$ cat src/rtl/uart_report_pkg.sv
// ============================================================================
// Module   : uart_report_pkg
// Brief    : Shared constants, frame length and FSM state type for the
//            UART time reporter.
// Revision : 1.0 - initial release
// ============================================================================
`default_nettype none

package uart_report_pkg;

   localparam logic [7:0] ZERO  = 8'h30;
   localparam logic [7:0] COLON = 8'h3A;
   localparam logic [7:0] DOT   = 8'h2E;
   localparam logic [7:0] CR    = 8'h0D;
   localparam logic [7:0] LF    = 8'h0A;

`ifdef REPORT_MSEC_EN
   localparam int unsigned FRAME_LEN = 13;
`else
   localparam int unsigned FRAME_LEN = 10;
`endif

   localparam int unsigned IDX_W = 4;

   typedef enum logic [1:0] {
      IDLE = 2'd0,
      SEND = 2'd1,
      DONE = 2'd2
   } state_t;

endpackage

`default_nettype wire

$ cat src/rtl/uart_time_reporter_if.sv
// ============================================================================
// Module   : uart_time_reporter_if
// Brief    : TX FIFO write port (data, strobe, full backpressure).
// Revision : 1.0 - initial release
// ============================================================================
`default_nettype none

interface uart_time_reporter_if;

   logic [7:0] w_wdata;
   logic       w_wr;
   logic       w_full;

   modport master (output w_wdata, output w_wr, input  w_full);
   modport slave  (input  w_wdata, input  w_wr, output w_full);

endinterface

`default_nettype wire

$ cat src/rtl/bin2ascii_2d.sv
// ============================================================================
// Module   : bin2ascii_2d
// Brief    : Combinational 0-99 binary to two ASCII decimal digits.
// Revision : 1.0 - initial release
// ============================================================================
`default_nettype none

module bin2ascii_2d
   import uart_report_pkg::*;
(
   input  wire logic [6:0] i_val,
   output logic      [7:0] o_tens,
   output logic      [7:0] o_ones
);

   logic [6:0] w_tens;
   logic [6:0] w_ones;

   assign w_tens = i_val / 7'd10;
   assign w_ones = i_val % 7'd10;

   assign o_tens = ZERO + {1'b0, w_tens};
   assign o_ones = ZERO + {1'b0, w_ones};

endmodule

`default_nettype wire

$ cat src/rtl/uart_time_reporter.sv
// ============================================================================
// Module   : uart_time_reporter
// Brief    : Snapshots h/m/s(/cs) on request and writes "HH:MM:SS[.CC]\r\n"
//            byte by byte into the TX FIFO. Macro REPORT_MSEC_EN adds ".CC".
// Revision : 1.0 - initial release
// ============================================================================
`default_nettype none

module uart_time_reporter
   import uart_report_pkg::*;
#(
   parameter int unsigned HOUR_MAX = 23
)(
   input  wire logic       clk,
   input  wire logic       rst,
   input  wire logic       i_report,
   input  wire logic [4:0] i_hour,
   input  wire logic [5:0] i_min,
   input  wire logic [5:0] i_sec,
   input  wire logic [6:0] i_msec,
   uart_time_reporter_if.master if_fifo,
   output logic            o_busy,
   output logic            o_done
);

   localparam logic [IDX_W-1:0] c_LAST_IDX = IDX_W'(FRAME_LEN - 1);

   state_t           r_state, w_state_nx;
   logic [IDX_W-1:0] r_idx, w_idx_nx;
   logic             w_load;
   logic             w_wr;
   logic [7:0]       w_wdata;
   logic             w_busy;
   logic             w_done;
   logic [7:0]       w_frame_byte;

   logic [4:0]       r_hour;
   logic [5:0]       r_min;
   logic [5:0]       r_sec;
   logic [7:0]       w_hour_t, w_hour_o, w_min_t, w_min_o, w_sec_t, w_sec_o;

`ifdef REPORT_MSEC_EN
   logic [6:0]       r_msec;
   logic [7:0]       w_msec_t, w_msec_o;
`else
   logic             w_unused_msec;
   assign w_unused_msec = ^i_msec;
`endif

   // Hour is compared at 6 bits so a HOUR_MAX above 31 never truncates.
   always_ff @(posedge clk or posedge rst) begin
      if (rst) begin
         r_hour <= '0;
         r_min  <= '0;
         r_sec  <= '0;
`ifdef REPORT_MSEC_EN
         r_msec <= '0;
`endif
      end else if (w_load) begin
         r_hour <= ({1'b0, i_hour} > 6'(HOUR_MAX)) ? 5'(HOUR_MAX) : i_hour;
         r_min  <= (i_min > 6'd59) ? 6'd59 : i_min;
         r_sec  <= (i_sec > 6'd59) ? 6'd59 : i_sec;
`ifdef REPORT_MSEC_EN
         r_msec <= (i_msec > 7'd99) ? 7'd99 : i_msec;
`endif
      end
   end

   bin2ascii_2d u_hour (.i_val({2'b00, r_hour}), .o_tens(w_hour_t), .o_ones(w_hour_o));
   bin2ascii_2d u_min  (.i_val({1'b0, r_min}),   .o_tens(w_min_t),  .o_ones(w_min_o));
   bin2ascii_2d u_sec  (.i_val({1'b0, r_sec}),   .o_tens(w_sec_t),  .o_ones(w_sec_o));
`ifdef REPORT_MSEC_EN
   bin2ascii_2d u_msec (.i_val(r_msec),          .o_tens(w_msec_t), .o_ones(w_msec_o));
`endif

   always_comb begin
      w_frame_byte = 8'h00;
      case (r_idx)
         4'd0:    w_frame_byte = w_hour_t;
         4'd1:    w_frame_byte = w_hour_o;
         4'd2:    w_frame_byte = COLON;
         4'd3:    w_frame_byte = w_min_t;
         4'd4:    w_frame_byte = w_min_o;
         4'd5:    w_frame_byte = COLON;
         4'd6:    w_frame_byte = w_sec_t;
         4'd7:    w_frame_byte = w_sec_o;
`ifdef REPORT_MSEC_EN
         4'd8:    w_frame_byte = DOT;
         4'd9:    w_frame_byte = w_msec_t;
         4'd10:   w_frame_byte = w_msec_o;
         4'd11:   w_frame_byte = CR;
         4'd12:   w_frame_byte = LF;
`else
         4'd8:    w_frame_byte = CR;
         4'd9:    w_frame_byte = LF;
`endif
         default: w_frame_byte = 8'h00;
      endcase
   end

   always_ff @(posedge clk or posedge rst) begin
      if (rst) begin
         r_state <= IDLE;
         r_idx   <= '0;
      end else begin
         r_state <= w_state_nx;
         r_idx   <= w_idx_nx;
      end
   end

   always_comb begin
      w_state_nx = r_state;
      w_idx_nx   = r_idx;
      w_load     = 1'b0;
      w_wr       = 1'b0;
      w_wdata    = 8'h00;
      w_busy     = 1'b0;
      w_done     = 1'b0;
      case (r_state)
         IDLE: begin
            if (i_report) begin
               w_load     = 1'b1;
               w_idx_nx   = '0;
               w_state_nx = SEND;
            end
         end
         SEND: begin
            w_busy  = 1'b1;
            w_wdata = w_frame_byte;
            w_wr    = !if_fifo.w_full;
            // The index only moves on an accepted write, so a stall repeats the pending byte.
            if (w_wr) begin
               if (r_idx == c_LAST_IDX) begin
                  w_idx_nx   = '0;
                  w_state_nx = DONE;
               end else begin
                  w_idx_nx = r_idx + 1'b1;
               end
            end
         end
         DONE: begin
            w_busy     = 1'b1;
            w_done     = 1'b1;
            w_state_nx = IDLE;
         end
         default: begin
            w_state_nx = IDLE;
            w_idx_nx   = '0;
         end
      endcase
   end

   assign if_fifo.w_wdata = w_wdata;
   assign if_fifo.w_wr    = w_wr;
   assign o_busy          = w_busy;
   assign o_done          = w_done;

endmodule

`default_nettype wire

$ cat src/flat_wrapper.sv
// flat-port wrapper written by rule: the top's interface ports become plain ports
module uart_time_reporter_flat import uart_report_pkg::*;
#(
   parameter int unsigned HOUR_MAX = 23
)
  (clk, rst, i_report, i_hour, i_min, i_sec, i_msec, o_busy, o_done, if_fifo_w_wdata, if_fifo_w_wr, if_fifo_w_full);
  uart_time_reporter_if if_fifo_i ();
  input  wire logic clk;
  input  wire logic rst;
  input  wire logic i_report;
  input  wire logic [4:0] i_hour;
  input  wire logic [5:0] i_min;
  input  wire logic [5:0] i_sec;
  input  wire logic [6:0] i_msec;
  output logic o_busy;
  output logic o_done;
  output wire logic [$bits(if_fifo_i.w_wdata)-1:0] if_fifo_w_wdata;
  output wire logic [$bits(if_fifo_i.w_wr)-1:0] if_fifo_w_wr;
  input wire logic [$bits(if_fifo_i.w_full)-1:0] if_fifo_w_full;
  assign if_fifo_w_wdata = if_fifo_i.w_wdata;
  assign if_fifo_w_wr = if_fifo_i.w_wr;
  assign if_fifo_i.w_full = if_fifo_w_full;
  uart_time_reporter #(.HOUR_MAX(HOUR_MAX)) u_core (.clk(clk), .rst(rst), .i_report(i_report), .i_hour(i_hour), .i_min(i_min), .i_sec(i_sec), .i_msec(i_msec), .if_fifo(if_fifo_i), .o_busy(o_busy), .o_done(o_done));
endmodule
$ cat config.mk
export PLATFORM = sky130hd
export DESIGN_NAME = uart_time_reporter_flat
export DESIGN_NICKNAME = d
export VERILOG_FILES = /design/src/rtl/uart_report_pkg.sv /design/src/rtl/uart_time_reporter_if.sv /design/src/rtl/bin2ascii_2d.sv /design/src/rtl/uart_time_reporter.sv /design/src/flat_wrapper.sv
export SDC_FILE = /design/constraint.sdc
export NUM_CORES = 1
export LEC_CHECK = 0
export ABC_CLOCK_PERIOD_IN_PS = 5590
export BUFFER_PORTS_ARGS = -buffer_cell sky130_fd_sc_hd__buf_2
export CORE_UTILIZATION = 50
export DETAILED_ROUTE_END_ITERATION = 8
export PLACE_DENSITY = 0.78
export SYNTH_ARGS = -nofsm -noshare
export SYNTH_HDL_FRONTEND = slang
export SYNTH_SLANG_ARGS = --single-unit
$ cat constraint.sdc
create_clock -name clk -period 5.59 [get_ports clk]
set_input_delay 1.118 -clock clk [delete_from_list [all_inputs] [get_ports clk]]
set_output_delay 1.118 -clock clk [all_outputs]
set_load 0.02 [all_outputs]
==> impl_metrics.ini, run 1 <==
[status]
outcome = completed

[synthesis]
syn-instance-count = 303
synth_edf_count = 0
ys_types = 65
synth.area.mux_share_pct = 1.39
synth_fp_nets = 338
synth-simple-area-share_pct = 31.0
synthesis.area_mm2 = 0.00224
async_flop_share_pct = 100
ys_ff_latch = 23
synth_top_family_by_area = simple AND/OR/NAND/NOR gates
synth_seq_area_share_pct = 25.6
yosys_most_used_dff = dfrtp_1
synthAdderAreaFrac_pct = 3.90
syn_area_per_cell_um2 = 7.41
ys_warn_count = 0
synth_compound_area_share_pct = 28.1
synthXorXnorAreaFrac_pct = 2.73

[pwr]
ir_worst_vdd_mv = 0.308
p_per_area_mw_per_mm2 = 597
cellLeakagePower_nw = 1.01

[clocking]
htree_num_levels = 1
cts_made_buffers = 3
clock_latency_ps = 270
ctsResizeCount = 0
root_buffer = clkbuf_8
cts_hold_buf = 0
cts_tree = done
clock_sink_count = 23
clk_pin_slew_worst_paths_ps = 80
cts_setup_buffers = 0
cts_buffer_depth = 2

[timing]
finalSetupViolations = 0
rsz0062_at_grt = no
tns_ps = 0
period_share_pct = 83.7
slew_headroom_pct = 42.3
tightest_slew_ps = 865
skew_ps = 1.30
finalHoldViolCount = 0
maxSlewViolCount = 0
min_period_ps = 4680
fmax_mhz = 214

[grt]
grt_max_degree = 24
antenna_found_initial = 0
use_met2_pct = 35.8
globalRouteMet1Util_pct = 30.2
grt_pass1_wl_um = 8770
overflow = 0
grt_pass1_vias = 1968
grtUsageTotal_pct = 22.0
busiest_layer = met2
use_met3_pct = 1.61

[critical_path]
crit_path_end_kind = output pin
crit_path_start = u_core.r_hour[2]$_DFFE_PP0P_
worst-path-max-fanout = 18
worstPathRequired_ps = 4470
worstReg2RegEnd = u_core.r_idx[3]$_DFFE_PP0P_
critPathKind = reg -> out
arrival_ps = 3560
startpoint_type = register
r2r_cells = 6
r2r_setup_slack_ps = 3670
rr_startpoint = u_core.r_state[1]$_DFFE_PP0P_

[routing]
first_pass_iters = 4
vias = 2201
drc = 0
drt_wl_total_um = 5110
via_per_inst = 6.01
drt_iter0_markers = 140
drtAntennaViolNets = 0
avgRoutedWirePerCell_um = 14.0

[floorplanning]
io_pins = 39
start_util_pct = 51.9
coreArea_mm2 = 0.00432
die_height_um = 69
core.rowCount = 24
design.die.area_mm2 = 0.00476
die_x_um = 69

[flow_run]
maxCapViolCount = 0

[final_layout]
antenna_cells = 0
final_cell_mix = nand2_1 (48), buf_2 (31), a21oi_1 (24)
drive_gt1_share_pct = 15.3
layout.nets = 350
layout_commonest_cell = nand2_1
fillers = 436
syn_to_final_growth_pct = 6.63
stdcell_count = 366

[placement]
dpl.cell_count = 362
hpwl_um = 3630
gp_congestion = 0.896
port_buffers = 31

[worst_hold_path]
min_path_cells = 1
holdPathEnd = u_core.r_sec[0]$_DFFE_PP0P_
hold_path.class = reg -> reg
min_from = u_core.r_sec[0]$_DFFE_PP0P_
-- where the power goes --
part | switching, mW | internal [mW]
registers | 0.183 | 0.235
clock network | 0.0544 | 0.0510
logic | 0.510 | 0.393
total | 0.748 | 0.680
-- synthesized netlist by cell type, types with 3 or more instances --
cell type | number | area share (%)
nor2b_1 | 9 | 2.5
o22a_1 | 4 | 1.6
o22ai_1 | 4 | 1.1
nand2_1 | 48 | 8.0
a31oi_1 | 5 | 1.4
ha_1 | 7 | 3.9
o211ai_1 | 4 | 1.3
buf_2 | 9 | 2.0
nand3_1 | 9 | 2.0
a21oi_1 | 24 | 5.4
inv_1 | 10 | 1.7
nand2b_1 | 14 | 3.9
o21ai_1 | 4 | 0.89
nor3_1 | 4 | 0.89
clkbuf_1 | 12 | 2.0
nor4b_1 | 3 | 1.2
a211oi_1 | 5 | 1.7
nor3b_1 | 5 | 1.7
dfrtp_1 | 23 | 26
xnor2_1 | 5 | 2.0
nor2_1 | 21 | 3.5
o21ai_0 | 17 | 3.8
-- layout make-up --
| type | instances | area [um2] | share of cell area [%] |
|---|---|---|---|
| flip-flops and latches | 23 | 576 | 24.0 |
| well taps | 52 | 65.1 | 2.72 |
| inverters | 12 | 45.0 | 1.88 |
| clock buffers | 4 | 45.0 | 1.88 |
| multi-input cells | 244 | 1510 | 63.0 |
| repair buffers | 31 | 155 | 6.48 |
-- flip-flops by register name (all words and copies together) (netlist names) --
name and cells:
u_core.r_state 2, u_core.r_sec 6, u_core.r_hour 5, u_core.r_min 6, u_core.r_idx 4
-- per-stage QoR --
stage	area [um2]	utilization [%]	total power, mW	setup slack (ps)	hold WS, ps
final	2390	55.4	1.43	912	518
after global routing	2390	55.4	1.57	656	547
after CTS	2390	55.4	1.42	934	526
after detailed placement	2350	54.3	1.31	1250	507
after global placement	2350	54.3	1.28	1300	502
after floorplan	2240	-	1.16	1520	482
-- worst max path at each step --
stage	endpoint	slack, ps	cells past startpoint
final	if_fifo_w_wdata[5]	910	12
after floorplan	if_fifo_w_wdata[7]	1520	13
after global routing	if_fifo_w_wdata[5]	660	12
after global placement	if_fifo_w_wdata[5]	1300	12
after detailed placement	if_fifo_w_wdata[5]	1250	12
after CTS	if_fifo_w_wdata[5]	930	12
-- worst max-delay path, stage by stage, from the launching register on --
cell and delay (ps):
dfrtp_1 670, or2_1 230, ha_1 450, nor2b_1 300, nor2_1 130, ha_1 230
nand3_1 90, a21oi_1 70, o32a_1 390, a211oi_2 290, and3b_1 210, nor2_1 70
buf_2 160
-- cells by family after synthesis --
kind of cell    Yosys count
compound gates           93
xor+xnor                  7
flops                    23
fa+ha+maj                 7
simple gates            134
mux                       3
buf+inv                  36
-- metal layers --
metal  up-vias  part of all wire [%]  routed length, um
li1       1117                     -                  -
met1      1017                    48               2460
met2        58                    46               2360
met3         9                   3.5                179
met4         0                   2.2                112
met5         -                     0                  0
(Power assumes the default switching activity.)
==> run 2: changes to the inputs <==
ABC_AREA = 1   (was unset)
ABC_CLOCK_PERIOD_IN_PS = 4180   (was 5590)
PLACE_DENSITY = 0.82   (was 0.78)
clock period = 4.18 ns   (was 5.59 ns; I/O delays follow)
==> run 2 against run 1 <==
Wire length fell by 17%. Synthesized cell count is 6.3% higher. Global-route usage grew 0.29 points. Sequential cell count did not move. Clock skew is 4.4 ps higher. Utilization increased by 5.5 points. First-iteration DRC count down 29%. Register-to-register slack got worse by 1400 ps. Sequential power increased by 4.8%. Worst hold slack improved by 48 ps. Largest power group unchanged.
==> impl_metrics.ini, run 2 <==
[critical_path]
max_stage_delay_ps = 430
rr_startpoint = u_core.r_state[0]$_DFFE_PP0P_
path_cells = nor2_1 -> inv_1 -> ha_1 -> inv_1 -> nand3_1 -> nand2_1 -> inv_1 -> ha_1 -> inv_1 -> nand3_2 -> nand3_4 -> nand2_4 -> inv_4 -> nand3_2 -> nand2_2 -> nand2_1 -> nand2_1 -> nand2_1 -> buf_2
startpoint_type = register
critPathKind = reg -> out
arrival_ps = 2720
worstReg2RegEnd = u_core.r_hour[2]$_DFFE_PP0P_
r2r_cells = 6
r2r_setup_slack_ps = 2240
worstPathRequired_ps = 3340
slowest_stage = dfrtp_1
crit_path_end_kind = output pin
worst-path-max-fanout = 5

[final_layout]
final_cell_mix = nand2_1 (80), inv_1 (38), nand3_1 (38)
syn_to_final_growth_pct = 12.3
multiInputGateArea_mm2 = 0.00128
utilization_pct = 60.9
drive_gt1_share_pct = 20.8
layout.nets = 391
fillers = 369
stdcell_count = 403
layout_commonest_cell = nand2_1
fin_area_mm2 = 0.00231
antenna_cells = 0
largest_registers = u_core.r_min (6), u_core.r_sec (6), u_core.r_hour (5)
regArea_um2 = 576

[timing]
tightest_slew_ps = 867
timing.hold.ws_ps = 565
rsz0062_at_grt = no
tns_ps = 0
min_period_ps = 3560
period_share_pct = 85.2
fmax_mhz = 281
setup_ws_ps = 620
finalSetupViolations = 0
slew_headroom_pct = 42.2
skew_ps = 5.67
maxSlewViolCount = 0
finalHoldViolCount = 0

[synthesis]
syn_area_per_cell_um2 = 6.40
synth_most_common_cell = nand2_1
synth_area_leaders = dfrtp_1 (28%), nand2_1 (15%), nand3_1 (9.2%)
ys_top_cells_by_count = nand2_1 (80), inv_1 (38), nand3_1 (38)
yosys.area.top_type = dfrtp_1
ys_types = 34
synthesis.area_mm2 = 0.00206
synth_edf_count = 0
synth_fp_nets = 357
synth_seq_area_share_pct = 27.9
async_flop_share_pct = 100
syn-instance-count = 322
ys_ff_latch = 23
ys_warn_count = 0
synth_top_cell_area_share_pct = 27.9
yosys_most_used_dff = dfrtp_1

[routing]
drtAntennaViolNets = 0
first_pass_iters = 4
route.met3.wl_um = 135
met1_length_um = 2120
avgRoutedWirePerCell_um = 10.6
drt_wl_total_um = 4260
wl_met2_um = 1950
highest_layer = met4
vias = 2131
drt_iter0_markers = 99
drc = 0
via_per_inst = 5.29

[clocking]
clock_sink_count = 23
ctsResizeCount = 0
cts_hold_buf = 0
root_buffer = clkbuf_8
clock_latency_ps = 270
cts_tree = done
cts_made_buffers = 3
cts_setup_buffers = 0
cts_buffer_depth = 2
clk_pin_slew_worst_paths_ps = 80
htree_num_levels = 1

[worst_hold_path]
hold_path.class = reg -> reg
min_from = u_core.r_min[0]$_DFFE_PP0P_
holdPathEnd = u_core.r_min[0]$_DFFE_PP0P_
min_path_cells = 2

[grt]
overflow = 0
grtUsageTotal_pct = 22.3
grt_pass1_wl_um = 7590
grt_pass1_vias = 1851
grt_max_degree = 29
antenna_found_initial = 0

[floorplanning]
core.rowCount = 22
start_util_pct = 54.2
die_x_um = 66.2
coreArea_mm2 = 0.00380
design.die.area_mm2 = 0.00438
io_pins = 39
die_height_um = 66.2

[placement]
dpl.cell_count = 399
port_buffers = 31
hpwl_um = 3390
place_area_mm2 = 0.00227
gp_congestion = 0.886
preCtsSetupSlack_ps = 927

[status]
outcome = completed

[pwr]
ir_worst_vdd_mv = 0.435
p_per_area_mw_per_mm2 = 950
total_power_mw = 2.20
cellLeakagePower_nw = 1.26

[flow_run]
maxCapViolCount = 0
-- run 2: cell count changes after synthesis, sizes merged, moves of 5 or more --
cell / delta
xnor2: -5
buf: -12
nand4: +6
a21oi: -9
nor3b: -5
nor2b: -9
nand2b: -14
nor2: +9
nand3: +35
nand2: +46
o21ai: +10
a211oi: -7
clkbuf: -10
inv: +38
-- run 2: cells by family (layout without fill, tap and decap cells) --
kind of cell / after synthesis / count (layout) / synth area share (%)
xor+xnor: 1 / 1 / 0.425
fa+ha+maj: 7 / 7 / 4.25
compound gates: 57 / 57 / 15.7
buf+inv: 54 / 87 / 10.0
simple gates: 180 / 180 / 41.7
flops: 23 / 23 / 27.9
-- run 2: power breakdown --
group          leakage [nW]  switching, mW  internal, mW  total, mW
combinational         0.953           1.07         0.550       1.62
clock                0.0228         0.0716        0.0681      0.140
sequential            0.283          0.116         0.323      0.439
total                  1.26           1.26         0.942       2.20
-- run 2: cell type report --
cell class                 instances  area share [%]
tap                               48            2.60
timing repair buffer              31            6.71
sequential                        23            24.9
inverter                          52            8.60
clock buffer                       4            1.95
multi-input combinational        245            55.3
-- run 2: critical path: cells and delay by family, from the launching register on --
family | cells | cell delay [ps]
adder cells (fa/ha/maj) | 2 | 370
buffers and inverters | 6 | 580
flip-flops | 1 | 430
AND/OR/NAND/NOR | 11 | 1050
-- run 2: worst max-delay path by stage --
stage,from,endpoint,slack [ps],cells past startpoint
2_1_floorplan,u_core.r_hour[2]$_DFFE_PP0P_,if_fifo_w_wdata[7],1090,17
3_3_place_gp,u_core.r_hour[2]$_DFFE_PP0P_,if_fifo_w_wdata[5],960,19
3_5_place_dp,u_core.r_hour[2]$_DFFE_PP0P_,if_fifo_w_wdata[6],930,19
4_1_cts,u_core.r_hour[2]$_DFFE_PP0P_,if_fifo_w_wdata[6],620,19
5_1_grt,u_core.r_hour[2]$_DFFE_PP0P_,if_fifo_w_wdata[5],350,19
6_report,u_core.r_hour[2]$_DFFE_PP0P_,if_fifo_w_wdata[5],620,19
-- run 2: routing by layer --
layer	vias to the layer above	global-route usage [%]
li1	1122	-
met1	958	29.7
met2	46	38.0
met3	5	2.07
met4	0	6.38
met5	-	0
